==> config.mk <==
export PLATFORM = sky130hd
export DESIGN_NAME = sram_arbiter
export DESIGN_NICKNAME = d
export VERILOG_FILES = /design/src/rtl/sram_arbiter.sv
export SDC_FILE = /design/constraint.sdc
export NUM_CORES = 1
export LEC_CHECK = 0
export BUFFER_PORTS_ARGS = -buffer_cell sky130_fd_sc_hd__buf_2
export CAP_MARGIN = 20
export CORE_ASPECT_RATIO = 0.5
export CORE_MARGIN = 5
export CORE_UTILIZATION = 47
export DETAILED_ROUTE_END_ITERATION = 7
export PLACE_DENSITY_LB_ADDON = 0.1
export SLEW_MARGIN = 20
export SYNTH_ARGS = -nofsm -noshare
export SYNTH_HDL_FRONTEND = slang
export SYNTH_SLANG_ARGS = --single-unit
export TNS_END_PERCENT = 50
==> constraint.sdc <==
create_clock -name pclk -period 2.8 [get_ports pclk]
set_input_delay 0.14 -clock pclk [delete_from_list [all_inputs] [get_ports pclk]]
set_output_delay 0.14 -clock pclk [all_outputs]
set_load 0.01 [all_outputs]
==> src/rtl/sram_arbiter.sv <==
// SRAM arbiter: one shared 16-bit async SRAM, camera write path and readout requester.
// Writes are buffered in a 2-entry FIFO and take priority. A starvation counter forces a
// read grant after MAX_WAIT consecutive writes while a read is pending.
module sram_arbiter #(
  parameter int unsigned ADDR_W   = 16,
  parameter int unsigned MAX_WAIT = 4
) (
  input  logic              pclk,
  input  logic              rst,
  // write path
  input  logic              wr_req,
  input  logic [ADDR_W-1:0] wr_addr,
  input  logic [7:0]        wr_data,
  input  logic              wr_lane,
  output logic              wr_ack,
  output logic              wr_overflow,
  // read path
  input  logic              rd_req,
  input  logic [ADDR_W-1:0] rd_addr,
  output logic              rd_ack,
  output logic              rd_valid,
  output logic [15:0]       rd_data,
  // SRAM pins
  output logic [ADDR_W-1:0] Address,
  output logic [15:0]       DataOut,
  output logic              Data_oe,
  input  logic [15:0]       DataIn,
  output logic              CEb,
  output logic              OEb,
  output logic              WEb,
  output logic              BLEb,
  output logic              BHEb
);

  typedef enum logic [2:0] {StIdle, StWSetup, StWPulse, StRSetup, StRSample} state_e;

  localparam logic [2:0] MaxWait = 3'(MAX_WAIT);

  state_e state_q;

  // write FIFO storage
  logic [ADDR_W-1:0] fifo_addr_q [2];
  logic [7:0]        fifo_data_q [2];
  logic              fifo_lane_q [2];
  logic              wr_ptr_q;
  logic              rd_ptr_q;
  logic [1:0]        count_q;

  logic [2:0]        starve_q;

  logic fifo_full;
  logic fifo_empty;
  logic push;
  logic pop;
  logic grant_pt;
  logic starve_ok;
  logic grant_wr;
  logic grant_rd;

  logic [ADDR_W-1:0] head_addr;
  logic [7:0]        head_data;
  logic              head_lane;

  // FIFO status, grant decision and head-of-queue selection
  always_comb begin
    fifo_full  = (count_q == 2'd2);
    fifo_empty = (count_q == 2'd0);
    wr_ack     = ~fifo_full;
    push       = wr_req & ~fifo_full;
    grant_pt   = (state_q == StIdle) || (state_q == StWPulse) || (state_q == StRSample);
    starve_ok  = (starve_q < MaxWait);
    // Write wins unless the starvation limit is hit with a read waiting.
    grant_wr   = grant_pt & ~fifo_empty & (starve_ok | ~rd_req);
    grant_rd   = grant_pt & rd_req & ~(~fifo_empty & starve_ok);
    pop        = grant_wr;
    head_addr  = fifo_addr_q[rd_ptr_q];
    head_data  = fifo_data_q[rd_ptr_q];
    head_lane  = fifo_lane_q[rd_ptr_q];
  end

  // Write FIFO: push from the camera side, pop on a write grant
  always_ff @(posedge pclk) begin
    if (rst) begin
      wr_ptr_q <= 1'b0;
      rd_ptr_q <= 1'b0;
      count_q  <= 2'd0;
    end else begin
      if (push) begin
        fifo_addr_q[wr_ptr_q] <= wr_addr;
        fifo_data_q[wr_ptr_q] <= wr_data;
        fifo_lane_q[wr_ptr_q] <= wr_lane;
        wr_ptr_q              <= ~wr_ptr_q;
      end
      if (pop) begin
        rd_ptr_q <= ~rd_ptr_q;
      end
      case ({push, pop})
        2'b10:   count_q <= count_q + 2'd1;
        2'b01:   count_q <= count_q - 2'd1;
        default: count_q <= count_q;
      endcase
    end
  end

  // Sticky overflow: a request arrived while the FIFO was full
  always_ff @(posedge pclk) begin
    if (rst) begin
      wr_overflow <= 1'b0;
    end else if (wr_req && fifo_full) begin
      wr_overflow <= 1'b1;
    end
  end

  // Starvation counter: consecutive write grants while a read is waiting
  always_ff @(posedge pclk) begin
    if (rst) begin
      starve_q <= 3'd0;
    end else if (grant_rd || !rd_req) begin
      starve_q <= 3'd0;
    end else if (grant_wr && (starve_q != 3'd7)) begin
      starve_q <= starve_q + 3'd1;
    end
  end

  // Access sequencer with registered SRAM pins and read handshake
  always_ff @(posedge pclk) begin
    if (rst) begin
      state_q  <= StIdle;
      Address  <= '0;
      DataOut  <= '0;
      Data_oe  <= 1'b0;
      CEb      <= 1'b1;
      OEb      <= 1'b1;
      WEb      <= 1'b1;
      BLEb     <= 1'b1;
      BHEb     <= 1'b1;
      rd_ack   <= 1'b0;
      rd_valid <= 1'b0;
      rd_data  <= '0;
    end else begin
      rd_ack   <= 1'b0;
      rd_valid <= 1'b0;
      if (state_q == StRSample) begin
        rd_data  <= DataIn;
        rd_valid <= 1'b1;
      end
      case (state_q)
        StWSetup: begin
          // address, data and lanes stay put across the strobe
          state_q <= StWPulse;
          WEb     <= 1'b0;
        end
        StRSetup: begin
          state_q <= StRSample;
        end
        default: begin
          if (grant_wr) begin
            state_q <= StWSetup;
            Address <= head_addr;
            DataOut <= {head_data, head_data};
            Data_oe <= 1'b1;
            CEb     <= 1'b0;
            OEb     <= 1'b1;
            WEb     <= 1'b1;
            BLEb    <= head_lane;
            BHEb    <= ~head_lane;
          end else if (grant_rd) begin
            state_q <= StRSetup;
            Address <= rd_addr;
            Data_oe <= 1'b0;
            CEb     <= 1'b0;
            OEb     <= 1'b0;
            WEb     <= 1'b1;
            BLEb    <= 1'b0;
            BHEb    <= 1'b0;
            rd_ack  <= 1'b1;
          end else begin
            // idle: release the bus, keep Address/DataOut
            state_q <= StIdle;
            Data_oe <= 1'b0;
            CEb     <= 1'b1;
            OEb     <= 1'b1;
            WEb     <= 1'b1;
            BLEb    <= 1'b1;
            BHEb    <= 1'b1;
          end
        end
      endcase
    end
  end

endmodule
==> reports/results.tsv <==
stage	metric	value	unit
sta	endpoints failing setup	0	
sta	Fin Clk Skew	0.00755	ns
synthesis	Syn Inst Count	363	
worst_setup_path	Required @ worst endpoint	3.03	ns
sta	TNS Setup	0	ns
power_and_ir_drop	Sw Ratio	23.7	%
floorplanning	die width	146	um
drt	DRT iter0 DRCs	165	
sta	Tmin final	1.95	ns
grt	first-pass GRT wire length	16.2	mm
grt	antenna violations before repair	0	
power_and_ir_drop	P_leak	2.17	nW
power_and_ir_drop	Reg power frac	50.5	%
grt	pin count of the biggest net entering global routing	39	
drt	final wirelength	9.93	mm
sta	Slew @ Worst Pin	0.933	ns
finish	Post-layout nets	552	
synthesis	Post-synth EDFFs	50	
floorplanning	Top-Level Pins	119	
worst_setup_path	Setup crit start kind	flop	
synthesis	Synth top area share	34.6	%
synthesis	Syn Area/Cell	12.0	um2
synthesis	post-synthesis sequential area ratio	62.3	%
clock_tree	Sink Count	110	
sta	Hold WS	0.0293	ns
floorplanning	Die H	78.0	um
synthesis	Synth area leader	edfxtp_1	
power_and_ir_drop	part of the power in combinational logic	12.6	%
clock_tree	Max Root-Sink Buffers	2	
worst_setup_path	crit path kind	reg2reg	
placed_design	Post-DP HPWL	6.76	mm
clock_tree	number of hold buffers added after CTS	25	
power_and_ir_drop	pwr/cell area	659	nW/um2
synthesis	yosys warns	0	
worst_setup_path	arrival time of the worst setup path	2.19	ns
synthesis	Synthesized Nets	426	
power_and_ir_drop	Clock power frac	36.9	%
clock_tree	cts repair resizes	0	
synthesis	flip-flop and latch count after synthesis	110	
sta	Slew headroom	37.6	%
sta	setup repair after global routing missed its margin	false	
synthesis	async set-reset flop share out of synthesis	0	%
power_and_ir_drop	Sw Pwr	0.863	mW
sta	Final Hold Fails	0	
drt	WL/cell	16.2	um
worst_setup_path	Crit. End Element	flop	
floorplanning	row count	24	
power_and_ir_drop	Internal Power	2.78	mW
synthesis	dominant cells by area after synthesis	edfxtp_1 35%, dfxtp_1 28%, a21oi_1 5.5%	
clock_tree	clock buffer count from CTS	9	
clock_tree	postcts setup bufs	0	
finish	final instance area	5520	um2
synthesis	Main synth FF type	dfxtp_1	
sta	final period utilization	69.8	%
hold_path	Hold Path Depth	3	
clock_tree	TritonCTS clock tree	done	
placed_design	Final Wtd Congestion	0.760	
flow_run	Max-Cap Viols	0	
synthesis	mapped cell area	4340	um2
grt	vias in the first global route	3211	
drt	drt drc	0	
drt	first drt pass iteration count	4	
sta	fmax	512	MHz
finish	Synth-to-Final Area Change	27.2	%
worst_setup_path	worst-path maximum fanout	17	
finish	n_diodes	0	
floorplanning	Initial Utilization	49.0	%
drt	drt via density	5.28	
sta	Slew Limit Fails	0	
grt	GRT Total Usage	17.8	%
grt	remaining global-route overflow	0	
floorplanning	die area	11400	um2
drt	via count	3227	
drt	Routed Antenna Nets	0	
finish	share of cells above drive strength 1	33.2	%
power_and_ir_drop	peak supply drop	0.325	mV
floorplanning	core box area	8860	um2
clock_tree	Root Driver	clkbuf_16	
clock_tree	clk slew on worst S/H paths	0.07	ns
placed_design	Placement Cell Area	4940	um2
clock_tree	Skew-Pair Late Insertion Delay	0.34	ns
worst_setup_path	R2R cell count	4	
placed_design	Buffers on Ports	118	
run_status	status	finished clean	
clock_tree	H-tree depth	3	
synthesis	post-synth cell types	44	
hold_path	Hold WC Path Type	in2reg	
==> critical path, cell delays in order (launching register included) <==
cell	delay, ns
dfxtp_1	0.40
a221oi_4	0.67
buf_4	0.36
a21oi_1	0.10
o32ai_1	0.32
==> cells by family after synthesis <==
group | synth area share, %
fa+ha+maj | 0.576
mux | 2.08
flops | 62.3
simple gates | 9.20
compound gates | 19.2
buf+inv | 6.66
==> sequential cells by signal (all words and copies together), names as in the netlist, 2 cells and up, named ones only <==
register	flops
fifo_lane_q	2
DataOut	8
Address	16
starve_q	3
state_q	3
fifo_addr_q	32
fifo_data_q	16
count_q	2
rd_data	16
==> area by class of cell <==
type	instances	area (um2)
multi-input combinational	198	1380
clock buffer	12	279
inverter	21	78.8
clock inverter	4	50.0
tap	117	146
sequential	110	2700
timing repair buffer	149	886
fill	696	3340
==> routing by layer <==
layer,vias to the layer above,track usage [%],part of all wire [%]
met4,0,5.02,0.53
li1,1583,-,-
met3,4,6.17,6.7
met5,-,0,0
met2,103,29.6,47
met1,1537,22.4,45
==> layout by cell type, fill, tap and decap left out, types with 2 or more instances in the layout <==
cell type,n
nor2b_1,18
buf_4,6
a2111oi_0,5
dfxtp_1,59
o22a_1,2
a2111oi_2,10
nand2_1,35
nor2_2,2
nand4_1,2
a211oi_1,8
ha_1,2
or3b_2,2
inv_1,21
or3_1,2
nor3_1,2
mux2i_1,9
o31ai_1,4
and3_1,2
a21o_1,2
buf_2,118
dlygate4sd3_1,25
a21oi_1,48
edfxtp_1,50
clkbuf_16,11
nor2_1,3
o21a_1,2
nand3_1,2
o21ai_0,6
o32ai_1,15
==> synthesized netlist by cell type (all sizes together), types with 3 or more instances <==
cell type and n:
dfxtp 60, o31ai 4, a21oi 48, nor2b 18
nand2 35, clkbuf 12, o21ai 6, nor2 5
or3 3, inv 21, edfxtp 50, buf 22
o32ai 16, a2111oi 16, a211oi 8, mux2i 9
nor3 3
==> final timing paths <==
path / start / endpoint / slack [ns]
worst max-delay path: state_q[1]$_SDFF_PP0_ / Address[8]$_SDFFE_PP0P_ / 0.85
worst min-delay path: DataIn[6] / rd_data[6]$_SDFFE_PP0P_ / 0.03
worst max register to register: state_q[1]$_SDFF_PP0_ / Address[8]$_SDFFE_PP0P_ / 0.85
worst min register to register: rd_data[8]$_SDFFE_PP0P_ / rd_data[8]$_SDFFE_PP0P_ / 0.45
==> stage by stage <==
stage | worst slack (ns) | utilization [%] | total power [mW] | instances
6_report | 0.847 | 62.3 | 3.64 | 611
5_1_grt | 0.719 | 62.3 | 3.79 | 611
4_1_cts | 0.839 | 62.3 | 3.68 | 611
3_5_place_dp | 0.879 | 55.8 | 2.31 | 570
3_3_place_gp | 0.979 | 55.8 | 2.29 | 570
2_1_floorplan | -0.0845 | - | 2.15 | 363
==> power groups by stage <==
stage | logic, mW | registers, mW | clock network, mW
detailed placement | 0.437 | 1.87 | 0
finish | 0.459 | 1.84 | 1.34
global route | 0.505 | 1.85 | 1.44
CTS | 0.465 | 1.84 | 1.38
global placement | 0.426 | 1.87 | 0
floorplan | 0.283 | 1.87 | 0
Note: power is estimated with default switching activity, not from simulation.
